===== src/rtl/dragon_pursuit_if.sv =====
// Step/entity inputs and dragon status outputs for dragon_pursuit.
// The slave modport is the dragon side; the master modport is the game/driver side.
interface dragon_pursuit_if #(
  parameter int unsigned COORD_W = 4,
  parameter int unsigned LEN_W   = 4
);
  logic                   step;
  logic [2*COORD_W-1:0]   player_loc;
  logic [2*COORD_W-1:0]   sheep_loc;
  logic                   player_hit;
  logic [2*COORD_W-1:0]   head_loc;
  logic [1:0]             head_dir;
  logic [LEN_W-1:0]       body_len;
  logic [1:0]             state;
  logic                   moved;
  logic                   sheep_eaten;
  logic                   player_caught;
  logic                   dead;

  modport master (
    output step, player_loc, sheep_loc, player_hit,
    input  head_loc, head_dir, body_len, state, moved, sheep_eaten, player_caught, dead
  );

  modport slave (
    input  step, player_loc, sheep_loc, player_hit,
    output head_loc, head_dir, body_len, state, moved, sheep_eaten, player_caught, dead
  );
endinterface


===== src/rtl/dragon_pursuit.sv =====
// Tile-stepping dragon: chases the nearer of player/sheep, retreats when hit, scatters after a
// catch. Define DRAGON_LFSR_SCATTER_EN for an LFSR-chosen scatter target (else top-left corner).
module dragon_pursuit #(
  parameter int unsigned          COORD_W       = 4,
  parameter int unsigned          LEN_W         = 4,
  parameter int unsigned          INIT_LEN      = 3,
  parameter logic [2*COORD_W-1:0] START_LOC     = 8'h77,
  parameter int unsigned          RETREAT_STEPS = 6,
  parameter int unsigned          SCATTER_STEPS = 8
) (
  input logic             frame_clk,
  input logic             rst_n,
  dragon_pursuit_if.slave io_bus
);
  localparam int unsigned LocW     = 2 * COORD_W;
  localparam int unsigned MaxSteps = (RETREAT_STEPS > SCATTER_STEPS) ? RETREAT_STEPS
                                                                     : SCATTER_STEPS;
  localparam int unsigned CntW     = $clog2(MaxSteps + 1);

  localparam logic [1:0] StContest = 2'b00;
  localparam logic [1:0] StRetreat = 2'b01;
  localparam logic [1:0] StScatter = 2'b10;
  localparam logic [1:0] StDead    = 2'b11;

  localparam logic [1:0] DirUp    = 2'b00;
  localparam logic [1:0] DirRight = 2'b01;
  localparam logic [1:0] DirDown  = 2'b10;
  localparam logic [1:0] DirLeft  = 2'b11;

  localparam logic [COORD_W-1:0] COne   = COORD_W'(1);
  localparam logic [LEN_W-1:0]   LOne   = LEN_W'(1);
  localparam logic [CntW-1:0]    CntOne = CntW'(1);

  function automatic logic [COORD_W-1:0] abs_diff(input logic [COORD_W-1:0] a,
                                                  input logic [COORD_W-1:0] b);
    return (a >= b) ? (a - b) : (b - a);
  endfunction

  logic [LocW-1:0]    r_head, w_head_d;
  logic [1:0]         r_dir, w_dir_d;
  logic [LEN_W-1:0]   r_len, w_len_d;
  logic [1:0]         r_state, w_state_d;
  logic [CntW-1:0]    r_cnt, w_cnt_d, w_cnt_dec;
  logic               r_moved, w_moved_d;
  logic               r_eaten, w_eaten_d;
  logic               r_caught, w_caught_d;

  logic [LocW-1:0]    w_star, w_tgt, w_next;
  logic [COORD_W-1:0] w_hx, w_hy, w_tx, w_ty, w_adx, w_ady;
  logic [COORD_W:0]   w_dist_s, w_dist_p;
  logic               w_mv, w_hit_sheep, w_hit_player;
  logic [1:0]         w_mdir;

  assign w_hx = r_head[COORD_W-1:0];
  assign w_hy = r_head[LocW-1:COORD_W];

  // Target selection; a distance tie goes to the sheep.
  always_comb begin
    w_dist_s = {1'b0, abs_diff(io_bus.sheep_loc[COORD_W-1:0], w_hx)}
             + {1'b0, abs_diff(io_bus.sheep_loc[LocW-1:COORD_W], w_hy)};
    w_dist_p = {1'b0, abs_diff(io_bus.player_loc[COORD_W-1:0], w_hx)}
             + {1'b0, abs_diff(io_bus.player_loc[LocW-1:COORD_W], w_hy)};
    w_tgt = r_head;
    unique case (r_state)
      StContest: w_tgt = (w_dist_p < w_dist_s) ? io_bus.player_loc : io_bus.sheep_loc;
      StRetreat: w_tgt = {{COORD_W{~io_bus.player_loc[LocW-1]}},
                          {COORD_W{~io_bus.player_loc[COORD_W-1]}}};
      StScatter: w_tgt = w_star;
      default:   w_tgt = r_head;
    endcase
  end

  // One tile on one axis toward the target; x wins when |dx| >= |dy|.
  always_comb begin
    w_tx   = w_tgt[COORD_W-1:0];
    w_ty   = w_tgt[LocW-1:COORD_W];
    w_adx  = abs_diff(w_tx, w_hx);
    w_ady  = abs_diff(w_ty, w_hy);
    w_next = r_head;
    w_mv   = 1'b0;
    w_mdir = r_dir;
    if ((w_adx >= w_ady) && (w_adx != '0)) begin
      w_mv = 1'b1;
      if (w_tx > w_hx) begin
        w_next[COORD_W-1:0] = w_hx + COne;
        w_mdir              = DirRight;
      end else begin
        w_next[COORD_W-1:0] = w_hx - COne;
        w_mdir              = DirLeft;
      end
    end else if (w_ady != '0) begin
      w_mv = 1'b1;
      if (w_ty > w_hy) begin
        w_next[LocW-1:COORD_W] = w_hy + COne;
        w_mdir                 = DirDown;
      end else begin
        w_next[LocW-1:COORD_W] = w_hy - COne;
        w_mdir                 = DirUp;
      end
    end
  end

  assign w_hit_sheep  = (w_next == io_bus.sheep_loc);
  assign w_hit_player = (w_next == io_bus.player_loc);
  assign w_cnt_dec    = (r_cnt == '0) ? '0 : r_cnt - CntOne;

  always_comb begin
    w_head_d   = r_head;
    w_dir_d    = r_dir;
    w_len_d    = r_len;
    w_state_d  = r_state;
    w_cnt_d    = r_cnt;
    w_moved_d  = 1'b0;
    w_eaten_d  = 1'b0;
    w_caught_d = 1'b0;
    if (io_bus.step && (r_state != StDead)) begin
      if (io_bus.player_hit) begin
        w_len_d = (r_len == '0) ? '0 : r_len - LOne;
        if (r_len <= LOne) begin
          w_state_d = StDead;
        end else begin
          w_state_d = StRetreat;
          w_cnt_d   = CntW'(RETREAT_STEPS);
        end
      end else begin
        w_head_d  = w_next;
        w_moved_d = w_mv;
        w_dir_d   = w_mdir;
        if (r_state == StContest) begin
          if (w_hit_sheep || w_hit_player) begin
            w_state_d = StScatter;
            w_cnt_d   = CntW'(SCATTER_STEPS);
          end
          if (w_hit_sheep) begin
            w_eaten_d = 1'b1;
            w_len_d   = (r_len == '1) ? r_len : r_len + LOne;
          end
          w_caught_d = w_hit_player;
        end else begin
          w_cnt_d = w_cnt_dec;
          if ((w_next == w_tgt) || (w_cnt_dec == '0)) w_state_d = StContest;
        end
      end
    end
  end

  always_ff @(posedge frame_clk or negedge rst_n) begin
    if (!rst_n) begin
      r_head   <= START_LOC;
      r_dir    <= DirLeft;
      r_len    <= LEN_W'(INIT_LEN);
      r_state  <= StScatter;
      r_cnt    <= CntW'(SCATTER_STEPS);
      r_moved  <= 1'b0;
      r_eaten  <= 1'b0;
      r_caught <= 1'b0;
    end else begin
      r_head   <= w_head_d;
      r_dir    <= w_dir_d;
      r_len    <= w_len_d;
      r_state  <= w_state_d;
      r_cnt    <= w_cnt_d;
      r_moved  <= w_moved_d;
      r_eaten  <= w_eaten_d;
      r_caught <= w_caught_d;
    end
  end

`ifdef DRAGON_LFSR_SCATTER_EN
  localparam logic [15:0] LfsrSeed = 16'hACE1;
  logic [15:0]     r_lfsr;
  logic [LocW-1:0] r_star;

  // Fibonacci taps 16,14,13,11; target captured only on entry into scatter.
  always_ff @(posedge frame_clk or negedge rst_n) begin
    if (!rst_n) begin
      r_lfsr <= LfsrSeed;
      r_star <= LfsrSeed[LocW-1:0];
    end else begin
      r_lfsr <= {r_lfsr[14:0], r_lfsr[15] ^ r_lfsr[13] ^ r_lfsr[12] ^ r_lfsr[10]};
      if ((w_state_d == StScatter) && (r_state != StScatter)) r_star <= r_lfsr[LocW-1:0];
    end
  end
  assign w_star = r_star;
`else
  assign w_star = '0;
`endif

  assign io_bus.head_loc      = r_head;
  assign io_bus.head_dir      = r_dir;
  assign io_bus.body_len      = r_len;
  assign io_bus.state         = r_state;
  assign io_bus.moved         = r_moved;
  assign io_bus.sheep_eaten   = r_eaten;
  assign io_bus.player_caught = r_caught;
  assign io_bus.dead          = (r_state == StDead);
endmodule


===== src/flat_wrapper.sv =====
// flat-port wrapper written by rule: the top's interface ports become plain ports
module dragon_pursuit_flat 
#(
  parameter int unsigned          COORD_W       = 4,
  parameter int unsigned          LEN_W         = 4,
  parameter int unsigned          INIT_LEN      = 3,
  parameter logic [2*COORD_W-1:0] START_LOC     = 8'h77,
  parameter int unsigned          RETREAT_STEPS = 6,
  parameter int unsigned          SCATTER_STEPS = 8
)
  (frame_clk, rst_n, io_bus_step, io_bus_player_loc, io_bus_sheep_loc, io_bus_player_hit, io_bus_head_loc, io_bus_head_dir, io_bus_body_len, io_bus_state, io_bus_moved, io_bus_sheep_eaten, io_bus_player_caught, io_bus_dead);
  dragon_pursuit_if #(.COORD_W(COORD_W), .LEN_W(LEN_W)) io_bus_i ();
  input logic frame_clk;
  input logic rst_n;
  input wire logic [$bits(io_bus_i.step)-1:0] io_bus_step;
  input wire logic [$bits(io_bus_i.player_loc)-1:0] io_bus_player_loc;
  input wire logic [$bits(io_bus_i.sheep_loc)-1:0] io_bus_sheep_loc;
  input wire logic [$bits(io_bus_i.player_hit)-1:0] io_bus_player_hit;
  output wire logic [$bits(io_bus_i.head_loc)-1:0] io_bus_head_loc;
  output wire logic [$bits(io_bus_i.head_dir)-1:0] io_bus_head_dir;
  output wire logic [$bits(io_bus_i.body_len)-1:0] io_bus_body_len;
  output wire logic [$bits(io_bus_i.state)-1:0] io_bus_state;
  output wire logic [$bits(io_bus_i.moved)-1:0] io_bus_moved;
  output wire logic [$bits(io_bus_i.sheep_eaten)-1:0] io_bus_sheep_eaten;
  output wire logic [$bits(io_bus_i.player_caught)-1:0] io_bus_player_caught;
  output wire logic [$bits(io_bus_i.dead)-1:0] io_bus_dead;
  assign io_bus_i.step = io_bus_step;
  assign io_bus_i.player_loc = io_bus_player_loc;
  assign io_bus_i.sheep_loc = io_bus_sheep_loc;
  assign io_bus_i.player_hit = io_bus_player_hit;
  assign io_bus_head_loc = io_bus_i.head_loc;
  assign io_bus_head_dir = io_bus_i.head_dir;
  assign io_bus_body_len = io_bus_i.body_len;
  assign io_bus_state = io_bus_i.state;
  assign io_bus_moved = io_bus_i.moved;
  assign io_bus_sheep_eaten = io_bus_i.sheep_eaten;
  assign io_bus_player_caught = io_bus_i.player_caught;
  assign io_bus_dead = io_bus_i.dead;
  dragon_pursuit #(.COORD_W(COORD_W), .LEN_W(LEN_W), .INIT_LEN(INIT_LEN), .START_LOC(START_LOC), .RETREAT_STEPS(RETREAT_STEPS), .SCATTER_STEPS(SCATTER_STEPS)) u_core (.frame_clk(frame_clk), .rst_n(rst_n), .io_bus(io_bus_i));
endmodule

===== config.mk =====
export PLATFORM = sky130hd
export DESIGN_NAME = dragon_pursuit_flat
export DESIGN_NICKNAME = d
export VERILOG_FILES = /design/src/rtl/dragon_pursuit_if.sv /design/src/rtl/dragon_pursuit.sv /design/src/flat_wrapper.sv
export SDC_FILE = /design/constraint.sdc
export NUM_CORES = 1
export LEC_CHECK = 0
export CORE_MARGIN = 2
export CORE_UTILIZATION = 32
export CTS_CLUSTER_SIZE = 8
export DETAILED_ROUTE_END_ITERATION = 8
export GPL_TIMING_DRIVEN = 0
export PLACE_DENSITY_LB_ADDON = 0.08
export SLEW_MARGIN = 5
export SYNTH_ARGS = -nofsm -noshare
export SYNTH_HDL_FRONTEND = slang
export SYNTH_SLANG_ARGS = --single-unit

===== constraint.sdc =====
create_clock -name frame_clk -period 9.95 [get_ports frame_clk]
set_clock_uncertainty 0.15 [all_clocks]
set_input_delay 1.99 -clock frame_clk [delete_from_list [all_inputs] [get_ports frame_clk]]
set_output_delay 1.99 -clock frame_clk [all_outputs]
set_load 0.005 [all_outputs]

==> results of run 1 <==
cells by family (layout without fill, tap and decap cells):
logic type / count (synthesis) / in the layout / synth area share (%)
multiplexers: 33 / 33 / 7.56
adder cells (fa/ha/maj): 84 / 84 / 25.6
buffers and inverters: 70 / 133 / 6.17
flip-flops: 23 / 23 / 12.9
AND/OR/NAND/NOR: 136 / 136 / 14.6
AO/OA/AOI/OAI: 163 / 163 / 24.2
XOR/XNOR: 46 / 46 / 8.96
per-layer routing:
layer	part of all wire (%)	vias to the layer above
li1	-	2114
met1	47	2085
met2	50	84
met3	3.3	5
met4	0.39	0
met5	0	-
final timing paths:
| check | from | end | slack, ps | depth (start not counted) |
|---|---|---|---|---|
| min | u_core.r_cnt[1] | u_core.r_cnt[1] | 370 | 2 |
| max | io_bus_player_loc[4] | u_core.io_bus.state[1] | 440 | 36 |
| max in group asynchronous | rst_n | u_core.io_bus.head_loc[3] | 6770 | 1 |
| min in group asynchronous | rst_n | u_core.io_bus.body_len[3] | 2190 | 1 |
| max reg2reg | u_core.io_bus.head_loc[5] | u_core.io_bus.state[1] | 1280 | 33 |
| min reg2reg | u_core.r_cnt[1] | u_core.r_cnt[1] | 370 | 2 |
worst register-to-register path: cells and delay by family, from the launching register on:
kind | cells | cell delay, ps
AO/OA/AOI/OAI | 18 | 3600
adder cells (fa/ha/maj) | 5 | 1790
flip-flops | 1 | 760
buffers and inverters | 4 | 760
multiplexers | 2 | 680
AND/OR/NAND/NOR | 3 | 560
XOR/XNOR | 1 | 310
cells in the mapped netlist (3+ instances only):
library cell,instances
a22oi_1,3
o311ai_0,3
o21ai_0,27
o21ai_1,7
fa_1,16
mux2i_1,23
dfrtp_1,11
mux2_2,8
or3_1,3
clkbuf_1,10
nor2b_1,4
ha_1,68
a31oi_1,3
o211ai_1,5
inv_1,56
o22ai_1,6
a211o_1,3
nor3_1,9
a21oi_1,42
a211oi_1,3
and2_1,4
nand2_1,41
a21o_1,33
nand4_1,3
dfstp_2,12
nand3_1,12
nand2b_1,5
a21boi_1,3
and3_1,8
nor2_1,36
xnor2_1,27
xor2_1,18
sequential cells by signal (all words and copies together) (netlist names):
name / flops
u_core.io_bus.head_loc: 8
u_core.io_bus.body_len: 4
u_core.r_cnt: 4
u_core.io_bus.head_dir: 2
u_core.io_bus.state: 2
u_core.io_bus.moved: 1
u_core.io_bus.player_caught: 1
u_core.io_bus.sheep_eaten: 1
per-stage QoR:
step / setup TNS, ps / instance area, sq um / setup WS [ps] / instances / hold slack (ps)
after floorplan: 0 / 4580 / 546 / 555 / 329
after global placement: -20430 / 5190 / -1450 / 773 / 358
after detailed placement: -22390 / 5190 / -1530 / 773 / 356
after CTS: 0 / 5450 / 25.4 / 784 / 369
after global routing: 0 / 5690 / 17.7 / 798 / 392
final: 0 / 5690 / 443 / 798 / 371
timing repair:
| action | in CTS | in global routing |
|---|---|---|
| setup endpoints to repair | 23 | 12 |
| gates resized for setup | 34 | 49 |
| setup buffers | 7 | 14 |
| pin swaps | 5 | 21 |
final cells by class:
| class | count | area [sq um] | area share (%) |
|---|---|---|---|
| buffer | 14 | 78.8 | 1.39 |
| clock buffer | 4 | 78.8 | 1.39 |
| inverter | 56 | 210 | 3.70 |
| multi-input combinational | 462 | 3960 | 69.7 |
| sequential | 23 | 591 | 10.4 |
| tap | 180 | 225 | 3.96 |
| timing repair buffer | 59 | 539 | 9.48 |
==> flow_summary.toml, run 1 <==
[global_routing]
antenna_found_initial = 0
grt_util_met1_pct = 26.0
track_usage_pct = 19.0
grt_pass1_wl_um = 22800
grt_use_met2_pct = 33.9
gr-usage-met3_pct = 1.14
grt_pass1_vias = 4369
grt_remaining_overflow = 0
grt_start_max_net_pins = 24
top_usage_layer = "met2"

[yosys]
yosys_warnings = 0
synthDistinctLibCells = 68
ys_ff_latch = 23
synth_nets = 659
yosys-top-cells-area = "ha_1, fa_1, dfstp_2"
synthDominantCellAreaShare_pct = 18.6
async_flop_share_pct = 100
ys_seq_area_share_pct = 12.9
syn_inst = 555
avgSynthCellArea_sq_um = 8.26
synth_top_flop_cell = "dfstp_2"
synth_top_area_cell = "ha_1"
synth_edf_count = 0
syn_area_sq_um = 4580

[flow_run]
cap_violations = 0

[timing]
setup_violations = 0
worst_pin_slew_ps = 1140
drv_slew = 0
period_share_pct = 95.5
fin_crit_ps = 9510
rsz0062_at_grt = "no"
fmax_mhz = 105
slew_headroom_pct = 23.5
hold_viol = 0

[detailed_routing]
vias = 4288
drc = 0
antenna_left = 0
vias_per_cell = 5.37
wl_per_cell_um = 17.9
wl_um = 14300
drt-pass1-iter-count = 5
first_iter_violations = 201

[setup_path]
crit_fanout = 9
required_ps = 9990
critPathLaunchType = "primary input"
critPathTopFamily = "compound AO/OA/AOI/OAI gates"
timing.critical_path.buf_inv = 6
critical_path_class = "in -> reg"
cp_data_arrival_time_ps = 9550
cp_slowest_stage_delay_ps = 400
crit_top_cell = "a21o_1"
critPathSlowestCell = "fa_2"
crit_path_end_kind = "flip-flop"

[floorplan]
core_sq_um = 13900
dieArea_sq_um = 15300
num_rows = 43
die_height_um = 124
floorplan.die.width_um = 124
io_pins = 40
initial_core_util_pct = 32.9

[final_layout]
area_delta_synth_final_pct = 24.1
drive_gt1_share_pct = 18.0
antenna-diode-count = 0
num-fill-cells = 1447
layout_commonest_cell = "ha_1"
fin_util_pct = 40.8
layout_common_cells = "ha_1, inv_1, nand2_1"
fin_nets = 723

[cts]
path_clk_slew_ps = 60
cts_tree = "done"
numCtsBuffers = 3
cts.sinks = 23
htree_levels = 1
cts_buffer_depth = 2
clock_latency_ps = 260
cts-root-buf = "clkbuf_16"
hold_buffers = 0

[place]
place_congestion = 0.855
dpl.hpwl_um = 11100
port_buffers = 38

[worst_hold_path]
holdCritPathClass = "reg -> reg"

[run_status]
outcome = "complete, no violations"
Power of run 1 is not shown: default switching activity piles up to over one toggle a cycle in this logic, so the estimate is an artifact.
==> run 2, diff against run 1 <==
Settings changed: SETUP_SLACK_MARGIN set to 0.1.
==> run 2 against run 1 <==
Maximum frequency rose by 0.86%. Clock-buffer cell count stayed put. Critical path depth rose by 2. Utilization up 0.13 points. First-iteration DRC count decreased by 8.5%. Global-route usage up 0.052 points. Sequential share of layout area about the same. Worst setup slack improved by 81 ps. Wire length up 0.55%. Register-to-register slack improved by 80 ps. Flip-flop and latch count unchanged.
==> flow_summary.toml, run 2 (synthesis gave the netlist of run 1 again) <==
[run_status]
outcome = "complete, no violations"

[setup_path]
critical_path_class = "in -> reg"
cp_data_arrival_time_ps = 9470
critPathSlowestCell = "fa_2"
crit_path_end_kind = "flip-flop"
critPathLaunchType = "primary input"
critPathTopFamily = "compound AO/OA/AOI/OAI gates"
cp_slowest_stage_delay_ps = 350
crit_fanout = 9
timing.critical_path.buf_inv = 7
required_ps = 9990

[global_routing]
antenna_found_initial = 0
grt_pass1_wl_um = 22900
grt_pass1_vias = 4369
track_usage_pct = 19.1
grt_start_max_net_pins = 24
grt_remaining_overflow = 0

[cts]
clock_latency_ps = 260
path_clk_slew_ps = 60
hold_buffers = 0
cts_buffer_depth = 2
cts.sinks = 23
cts-root-buf = "clkbuf_16"
htree_levels = 1
cts_tree = "done"
numCtsBuffers = 3

[detailed_routing]
wl_per_cell_um = 18.0
drt-pass1-iter-count = 5
drc = 0
wl_um = 14400
vias_per_cell = 5.39
antenna_left = 0
vias = 4301
first_iter_violations = 184

[worst_hold_path]
holdCritPathClass = "reg -> reg"

[place]
dp_worst_setup_slack_ps = -1530
place_congestion = 0.855
dpl.hpwl_um = 11100
port_buffers = 38
placed_cell_area_sq_um = 5190

[timing]
period_share_pct = 94.7
drv_slew = 0
layout_setup_ws_ps = 525
fmax_mhz = 106
tns_ps = 0
rsz0062_at_grt = "no"
slew_headroom_pct = 23.4
worst_pin_slew_ps = 1150
setup_violations = 0
hold_viol = 0
fin_crit_ps = 9430

[floorplan]
floorplan.die.width_um = 124
die_height_um = 124
num_rows = 43
dieArea_sq_um = 15300
io_pins = 40
initial_core_util_pct = 32.9
core_sq_um = 13900

[final_layout]
antenna-diode-count = 0
largest_register_ffs = 8
area_delta_synth_final_pct = 24.5
layout_commonest_cell = "ha_1"
drive_gt1_share_pct = 18.8
design_area_sq_um = 5710
layout_common_cells = "ha_1, inv_1, nand2_1"
fin_nets = 723
num-fill-cells = 1450

[flow_run]
cap_violations = 0
==> run 2: changes by cell type in the layout (fill, tap and decap cells not counted), sizes merged <==
cell,before,now
dlymetal6s2s,4,1
dlygate4sd2,1,4
==> run 2: path summary, 6_finish.rpt <==
kind / start / end / slack (ps) / cells after the start
setup / recovery: io_bus_player_loc[4] / u_core.io_bus.state[1] / 520 / 38
hold / removal: u_core.r_cnt[1] / u_core.r_cnt[1] / 370 / 2
setup reg to reg: u_core.io_bus.head_loc[5] / u_core.io_bus.state[1] / 1360 / 35
hold reg to reg: u_core.r_cnt[1] / u_core.r_cnt[1] / 370 / 2
max in group asynchronous: rst_n / u_core.io_bus.head_loc[3] / 6770 / 1
min in group asynchronous: rst_n / u_core.io_bus.body_len[3] / 2190 / 1
==> run 2: what timing repair did <==
item	CTS	global route
gates resized for setup	43	45
pin swaps	6	23
endpoints found under the setup margin	23	12
setup buffers	7	14
==> run 2: layout make-up <==
cell class / instances / area [sq um] / share of cell area, %
Buffer: 14 / 78.8 / 1.38
Tap cell: 180 / 225 / 3.95
Inverter: 56 / 210 / 3.68
Multi-Input combinational cell: 462 / 3990 / 70.0
Clock buffer: 4 / 78.8 / 1.38
Sequential cell: 23 / 591 / 10.4
Timing Repair Buffer: 59 / 528 / 9.25
==> run 2: per-stage QoR <==
step	instances	hold slack (ps)	util, %
floorplan	555	329	-
global placement	773	358	37.2
detailed placement	773	356	37.2
CTS	784	369	39.2
global route	798	392	40.9
finish	798	370	40.9
==> run 2: worst min-delay path: stages, from the launching register on <==
cell and delay, ps:
dfrtp_1 370, nand2_1 50, o21ai_1 60
==> run 2: routing by layer <==
layer  vias up  GRT usage, %  share of wire (%)
met2        75          34.1                 49
met1      2108          26.0                 47
met3         5          1.14                3.2
met4         0          2.49               0.39
li1       2113             -                  -
met5         -             0                  0
Power of run 2 is left out for the same reason.
